`src/rtl/stopwatch_ctrl.sv`:
```
// Stopwatch controller: four-state run/pause/lap FSM driving a BCD
// mm:ss.cc count from a 10 ms external timebase, with a lap freeze latch
// and control of the external RTC timer (enable and phase realignment).
module stopwatch_ctrl #(
  parameter int MIN_LIMIT = 59
) (
  input  logic       i_sclk,
  input  logic       i_reset,
  input  logic       i_start_stop,
  input  logic       i_lap,
  input  logic       i_clear,
  input  logic       i_base_tick,
  output logic       o_timerenb,
  output logic       o_timer_reset_n,
  output logic [3:0] o_min_tens,
  output logic [3:0] o_min_ones,
  output logic [3:0] o_sec_tens,
  output logic [3:0] o_sec_ones,
  output logic [3:0] o_cs_tens,
  output logic [3:0] o_cs_ones,
  output logic       o_running,
  output logic       o_lap_active,
  output logic       o_rollover
);

  localparam logic [1:0] S_IDLE     = 2'd0;
  localparam logic [1:0] S_RUNNING  = 2'd1;
  localparam logic [1:0] S_PAUSED   = 2'd2;
  localparam logic [1:0] S_LAP_HOLD = 2'd3;

  // Digit order: 0 cs_ones, 1 cs_tens, 2 sec_ones, 3 sec_tens,
  // 4 min_ones, 5 min_tens.
  localparam int ND = 6;

  // Minutes limit split into BCD digits for the wrap compare.
  localparam logic [3:0] MIN_TENS = 4'(MIN_LIMIT / 10);
  localparam logic [3:0] MIN_ONES = 4'(MIN_LIMIT % 10);

  logic [1:0] r_state;
  logic [1:0] w_state_next;
  logic       r_tick_q;
  logic       r_rollover;
  logic       r_timer_reset_n;
  logic [3:0] r_live [ND];
  logic [3:0] r_lap  [ND];
  logic [3:0] w_live_inc [ND];
  logic [3:0] w_disp [ND];
  logic [4:0] w_carry;

  logic w_tick;
  logic w_clr;
  logic w_ss;
  logic w_lap;
  logic w_running;
  logic w_lap_active;
  logic w_timerenb;
  logic w_count_en;
  logic w_lap_capture;
  logic w_idle_start;
  logic w_min_at_limit;
  logic w_wrap;

  // Same-cycle priority: clear beats start_stop beats lap; losers are dropped.
  assign w_clr = i_clear;
  assign w_ss  = i_start_stop & ~i_clear;
  assign w_lap = i_lap & ~i_clear & ~i_start_stop;

  // Rising edge of the timebase against its one-cycle delayed copy.
  assign w_tick = i_base_tick & ~r_tick_q;

  // State register.
  always_ff @(posedge i_sclk or posedge i_reset) begin
    if (i_reset) begin
      r_state <= S_IDLE;
    end else begin
      r_state <= w_state_next;
    end
  end

  // Next-state decode; clear overrides every other transition.
  always_comb begin
    w_state_next = r_state;
    case (r_state)
      S_IDLE: begin
        if (w_ss) w_state_next = S_RUNNING;
      end
      S_RUNNING: begin
        if (w_ss)       w_state_next = S_PAUSED;
        else if (w_lap) w_state_next = S_LAP_HOLD;
      end
      S_PAUSED: begin
        if (w_ss) w_state_next = S_RUNNING;
      end
      S_LAP_HOLD: begin
        if (w_ss)       w_state_next = S_PAUSED;
        else if (w_lap) w_state_next = S_RUNNING;
      end
      default: w_state_next = S_IDLE;
    endcase
    if (w_clr) w_state_next = S_IDLE;
  end

  // State-derived outputs and control strobes.
  always_comb begin
    w_running     = 1'b0;
    w_lap_active  = 1'b0;
    w_lap_capture = 1'b0;
    w_idle_start  = 1'b0;
    case (r_state)
      S_RUNNING: begin
        w_running     = 1'b1;
        w_lap_capture = w_lap;
      end
      S_LAP_HOLD: begin
        w_running    = 1'b1;
        w_lap_active = 1'b1;
      end
      S_IDLE: begin
        w_idle_start = w_ss;
      end
      default: begin
        w_running = 1'b0;
      end
    endcase
  end

  assign w_timerenb = w_running;

  // A tick coinciding with clear is thrown away.
  assign w_count_en = w_tick & w_running & ~w_clr;

  // Centisecond and second digits: ripple carry, seconds tens tops out at 5.
  assign w_carry[0] = w_count_en;
  generate
    for (genvar gi = 0; gi < 4; gi++) begin : g_low_digit
      localparam logic [3:0] DMAX = (gi == 3) ? 4'd5 : 4'd9;
      logic w_at_max;
      assign w_at_max = (r_live[gi] == DMAX);
      assign w_carry[gi+1] = w_carry[gi] & w_at_max;
      assign w_live_inc[gi] = !w_carry[gi] ? r_live[gi] :
                              (w_at_max ? 4'd0 : r_live[gi] + 4'd1);
    end
  endgenerate

  // Minutes count to MIN_LIMIT, then the whole count wraps to zero.
  assign w_min_at_limit = (r_live[5] == MIN_TENS) && (r_live[4] == MIN_ONES);
  assign w_wrap         = w_carry[4] & w_min_at_limit;

  // Minute digit update, including the full-count wrap.
  always_comb begin
    w_live_inc[4] = r_live[4];
    w_live_inc[5] = r_live[5];
    if (w_carry[4]) begin
      if (w_min_at_limit) begin
        w_live_inc[4] = 4'd0;
        w_live_inc[5] = 4'd0;
      end else if (r_live[4] == 4'd9) begin
        w_live_inc[4] = 4'd0;
        w_live_inc[5] = r_live[5] + 4'd1;
      end else begin
        w_live_inc[4] = r_live[4] + 4'd1;
      end
    end
  end

  // Timebase edge-detect register.
  always_ff @(posedge i_sclk or posedge i_reset) begin
    if (i_reset) begin
      r_tick_q <= 1'b0;
    end else begin
      r_tick_q <= i_base_tick;
    end
  end

  // Live count: cleared on clear, otherwise takes the incremented value.
  always_ff @(posedge i_sclk or posedge i_reset) begin
    if (i_reset) begin
      for (int i = 0; i < ND; i++) r_live[i] <= 4'd0;
    end else if (w_clr) begin
      for (int i = 0; i < ND; i++) r_live[i] <= 4'd0;
    end else begin
      for (int i = 0; i < ND; i++) r_live[i] <= w_live_inc[i];
    end
  end

  // Lap latch: snapshot of the live count taken on entry to lap hold.
  always_ff @(posedge i_sclk or posedge i_reset) begin
    if (i_reset) begin
      for (int i = 0; i < ND; i++) r_lap[i] <= 4'd0;
    end else if (w_clr) begin
      for (int i = 0; i < ND; i++) r_lap[i] <= 4'd0;
    end else if (w_lap_capture) begin
      for (int i = 0; i < ND; i++) r_lap[i] <= r_live[i];
    end
  end

  // One-cycle wrap pulse, aligned with the count showing 00:00.00.
  always_ff @(posedge i_sclk or posedge i_reset) begin
    if (i_reset) begin
      r_rollover <= 1'b0;
    end else begin
      r_rollover <= w_wrap;
    end
  end

  // RTC timer reset: low one cycle after clear or a fresh start from idle.
  always_ff @(posedge i_sclk or posedge i_reset) begin
    if (i_reset) begin
      r_timer_reset_n <= 1'b0;
    end else begin
      r_timer_reset_n <= ~(w_clr | w_idle_start);
    end
  end

  // Display source switches with the state, so leaving lap hold is immediate.
  generate
    for (genvar gi = 0; gi < ND; gi++) begin : g_disp
      assign w_disp[gi] = w_lap_active ? r_lap[gi] : r_live[gi];
    end
  endgenerate

  assign o_cs_ones       = w_disp[0];
  assign o_cs_tens       = w_disp[1];
  assign o_sec_ones      = w_disp[2];
  assign o_sec_tens      = w_disp[3];
  assign o_min_ones      = w_disp[4];
  assign o_min_tens      = w_disp[5];
  assign o_running       = w_running;
  assign o_lap_active    = w_lap_active;
  assign o_timerenb      = w_timerenb;
  assign o_rollover      = r_rollover;
  assign o_timer_reset_n = r_timer_reset_n;

endmodule

```
`config.mk`:
```
export PLATFORM = sky130hd
export DESIGN_NAME = stopwatch_ctrl
export DESIGN_NICKNAME = d
export VERILOG_FILES = /design/src/rtl/stopwatch_ctrl.sv
export SDC_FILE = /design/constraint.sdc
export NUM_CORES = 1
export LEC_CHECK = 0
export ABC_AREA = 1
export BUFFER_PORTS_ARGS = -buffer_cell sky130_fd_sc_hd__buf_2
export CAP_MARGIN = 25
export CORE_MARGIN = 3
export CORE_UTILIZATION = 62
export DETAILED_ROUTE_END_ITERATION = 8
export PLACE_DENSITY = 0.84
export RECOVER_POWER = 50
export REMOVE_ABC_BUFFERS = 1
export SETUP_SLACK_MARGIN = 0.3
export SLEW_MARGIN = 10
export SYNTH_ARGS = -nofsm -noshare
export SYNTH_HDL_FRONTEND = slang
export SYNTH_SLANG_ARGS = --single-unit
export TNS_END_PERCENT = 20
```
`constraint.sdc`:
```
create_clock -name i_sclk -period 3.1 [get_ports i_sclk]
set_input_delay 0.155 -clock i_sclk [delete_from_list [all_inputs] [get_ports i_sclk]]
set_output_delay 0.155 -clock i_sclk [all_outputs]
set_load 0.01 [all_outputs]
```
==> impl_table.tex <==
\begin{tabular}{lr}
\hline
Metric & Value \\
\hline
\multicolumn{2}{l}{\textbf{Timing}} \\
\quad Worst setup margin & 0.898 ns \\
\quad Hold Fails Final Rpt & 0 \\
\quad Setup repair after global routing missed its margin & false \\
\quad Highest achievable clock rate & around 450 MHz \\
\quad Count of final max-slew check failures & 0 \\
\quad Minimum clock period & about 2.2 ns \\
\quad Slew at the pin with the worst max-slew slack & between 0.6 and 0.7 ns \\
\quad Total negative setup slack & 0 ns \\
\quad Clock skew & 0.00462 ns \\
\quad Max transition margin & 54.7\% \\
\quad Post-route clock period utilization & a little under three quarters \\
\quad Final number of setup-violating endpoints & 0 \\
\multicolumn{2}{l}{\textbf{Clocking}} \\
\quad Inserted Clock Buffers & 5 \\
\quad Clock slew seen by the registers of the worst setup and hold paths & $\sim$0.09 ns \\
\quad Setup Buffers After CTS & 0 \\
\quad Number of clock sinks seen by CTS & 53 \\
\quad Root buffer selected by CTS & clkbuf\_8 \\
\quad CTS H-tree lvls & 2 \\
\quad Max Root-Sink Buffers & 2 \\
\quad CTS tree & yes \\
\quad Worst-skew pair later-pin latency & 0.31 ns \\
\multicolumn{2}{l}{\textbf{Setup path}} \\
\quad Max stage delay cell, worst path & nand2\_2 \\
\quad Startpoint kind of the worst setup timing path & flip-flop \\
\quad Critical Setup Path Class & reg2reg \\
\quad Bufs and invs on worst path & 0 \\
\quad Dominant cell type by count on the critical path & nand2\_2 \\
\quad Largest fanout on the critical path & 24 \\
\quad Cells traversed along the worst timing path & nand2\_1 > nor3\_4 > nand2\_2 > nand2\_2 > o21ai\_0 \\
\quad Crit path max-delay family & simple AND/OR/NAND/NOR gates \\
\quad Crit. End Element & flip-flop \\
\quad Arrival time of data at the critical path endpoint & 2.37 ns \\
\quad Required time of the critical path & 3.27 ns \\
\quad Critical path's largest stage delay & 0.62 ns \\
\multicolumn{2}{l}{\textbf{Cells and area}} \\
\quad Number of nets in the finished design & 385 \\
\quad Fraction of final layout cells with drive strength greater than 1 & around 16\% \\
\quad Signed area change from the synthesized netlist to the final layout & 9.25\% \\
\quad Ant diodes & 0 \\
\multicolumn{2}{l}{\textbf{Pwr}} \\
\quad Pwr/cell area & between 400 and 500 nW/µm² \\
\quad Leakage power & 1.48 nW \\
\quad Maximum VDD drop & 0.000295 V \\
\multicolumn{2}{l}{\textbf{Route}} \\
\quad ANT nets after route & 0 \\
\quad Starting DRC count in detailed routing & roughly 140 \\
\quad Ratio of routed vias to standard cells & about 5.8 \\
\quad Residual DRC count & 0 \\
\quad Via count & about 2,400 \\
\quad Final Routed Wirelength & 6090 µm \\
\quad WL per Instance & between 10 and 15 µm \\
\quad Length of the first detailed-routing pass in iterations & 5 \\
\multicolumn{2}{l}{\textbf{Flow run}} \\
\quad Number of violations of the max-capacitance limit & 0 \\
\multicolumn{2}{l}{\textbf{Floorplan}} \\
\quad Height of the die & around 74 µm \\
\quad I/O pin cnt & 35 \\
\quad Effective utilization at floorplan & approximately two thirds \\
\quad Die width & about 74 µm \\
\quad Number of rows created at floorplan & 24 \\
\quad Core area & 4410 µm² \\
\quad Full die area & approximately 5500 µm² \\
\multicolumn{2}{l}{\textbf{Logic synthesis}} \\
\quad Synth Warn \# & 0 \\
\quad Proportion of register bits with asynchronous set or reset after synthesis & 100\% \\
\quad Summed instance area of the synthesized netlist & $\sim$2900 µm² \\
\quad Sequential fraction of the synthesis area & between 40\% and 50\% \\
\quad Post-synthesis instance total & roughly 340 \\
\quad Number of flops mapped to enable cells by yosys & 0 \\
\quad Flip-flop cell with the highest count after synthesis & dfrtp\_1 \\
\quad Number of register bits inferred by synthesis & 53 \\
\quad Post-synthesis average cell area & around 8.5 µm² \\
\quad Post-synthesis cell type count & 32 \\
\multicolumn{2}{l}{\textbf{Global routing}} \\
\quad Number of global-route vias before repair & approximately 2,300 \\
\quad Initial antenna violation count & 0 \\
\quad First-pass GRT wire length & 10,300 µm \\
\quad Pin count of the biggest net entering global routing & 38 \\
\quad GRT Resource Usage Total & $\sim$24\% \\
\quad Overall overflow remaining after global route & 0 \\
\multicolumn{2}{l}{\textbf{Outcome}} \\
\quad Result of the run & completed \\
\multicolumn{2}{l}{\textbf{Placement}} \\
\quad Setup WS pre-CTS & around 0.9 ns \\
\quad Half-perimeter wire length after placement & $\sim$4300 µm \\
\quad Final RePlAce weighted congestion & roughly 0.83 \\
\quad Number of buffer cells added on primary ports & 34 \\
\multicolumn{2}{l}{\textbf{Min path}} \\
\quad HP Class & in2reg \\
\hline
\end{tabular}
==> cells in the final DEF, fill, tap and decap left out, types with 11 or more instances in the layout <==
cell type / n
dfrtp_1: 53
inv_1: 56
nand2_1: 62
buf_2: 29
nand3_1: 20
nand4_1: 11
o21ai_0: 35
o22ai_1: 12
ha_1: 12
nor2_1: 14
==> routing by layer <==
layer | track usage (%) | share of wire [%] | vias up
met5 | 0 | 0 | -
met4 | 8.85 | 1.7 | 0
met3 | 3.38 | 5.4 | 12
met2 | 38.5 | 48 | 93
met1 | 33.5 | 45 | 1135
li1 | - | - | 1166
==> registers in the layout (all words and copies together) (netlist names) <==
name,count
r_tick_q,1
o_timer_reset_n,1
r_state,2
r_lap,24
o_rollover,1
r_live,24
==> worst reg2reg max path: stages, from the launching register on <==
cell and delay (ns):
dfrtp_1 0.48, nand2_1 0.15, nor3_4 0.25, nand2_2 0.39
nand2_2 0.62, o21ai_0 0.17
==> through the flow <==
| step | utilization [%] | power (W) | hold WS (ns) | cells | area, µm² |
|---|---|---|---|---|---|
| 2_1_floorplan | - | 0.000876 | 0.186 | 321 | 2790 |
| 3_3_place_gp | 68.9 | 0.000936 | 0.304 | 409 | 3040 |
| 3_5_place_dp | 69.4 | 0.000945 | 0.152 | 410 | 3060 |
| 4_1_cts | 71.5 | 0.00131 | 0.136 | 418 | 3160 |
| 5_1_grt | 71.3 | 0.00136 | 0.154 | 418 | 3150 |
| 6_report | 71.3 | 0.00130 | 0.140 | 418 | 3150 |
==> cell usage after synthesis (2+ instances only) <==
library cell | number | share of area, %
dfrtp_1 | 53 | 46
nand2_2 | 3 | 0.65
nor3_1 | 2 | 0.35
clkbuf_1 | 7 | 0.91
buf_6 | 2 | 0.78
nor2_1 | 14 | 1.8
ha_1 | 12 | 5.2
nor3_4 | 2 | 1.1
o2111ai_1 | 2 | 0.61
o21ai_0 | 35 | 6.1
inv_1 | 56 | 7.3
xnor2_1 | 3 | 0.91
buf_4 | 3 | 0.78
o22ai_2 | 10 | 4.3
buf_1 | 2 | 0.26
nand4_1 | 11 | 2.4
nand3_1 | 20 | 3.5
nand2_1 | 61 | 7.9
o21ai_1 | 9 | 1.6
xor2_1 | 6 | 1.8
o22ai_1 | 12 | 2.6
or2_2 | 2 | 0.43
==> final cells by class <==
class	instances	area, µm²
Clock inverter	1	5.00
Timing Repair Buffer	39	219
Multi-Input combinational cell	211	1250
Clock buffer	5	68.8
Tap cell	52	65.1
Inverter	57	214
Sequential cell	53	1330
Fill cell	352	1270
==> worst paths after layout <==
path | startpoint | endpoint | slack (ns) | cells past startpoint
max | r_state[0] | r_lap[10] | 0.90 | 5
min | i_start_stop | o_timer_reset_n | 0.14 | 2
max reg2reg | r_state[0] | r_lap[10] | 0.90 | 5
min reg2reg | r_lap[4] | r_lap[4] | 0.52 | 2
max in group asynchronous | i_reset | r_live[8] | 1.99 | 4
min in group asynchronous | i_reset | r_lap[22] | 0.49 | 3
==> report_power, final <==
group	internal (W)	switching [W]	total, W	leakage (nW)
clock	0.000149	0.000216	0.000366	0.0399
sequential	0.000715	0.0000391	0.000754	0.729
combinational	0.0000646	0.000115	0.000180	0.709
total	0.000928	0.000371	0.00130	1.48
==> logic make-up after synthesis <==
kind of cell	Yosys count	share of synthesized area [%]
and+or+nand+nor	117	19.0
AOI/OAI and AO/OA	73	16.5
buffers and inverters	73	10.5
DFF	53	46.0
adders and majority gates	12	5.21
xor gates and xnor gates	9	2.74
==> what timing repair did <==
action                    in CTS  in global routing
gates resized for setup        0                  0
hold buffers                   2                  0
hold endpoints to repair      17                  0
Note: power is estimated with default switching activity, not from simulation.
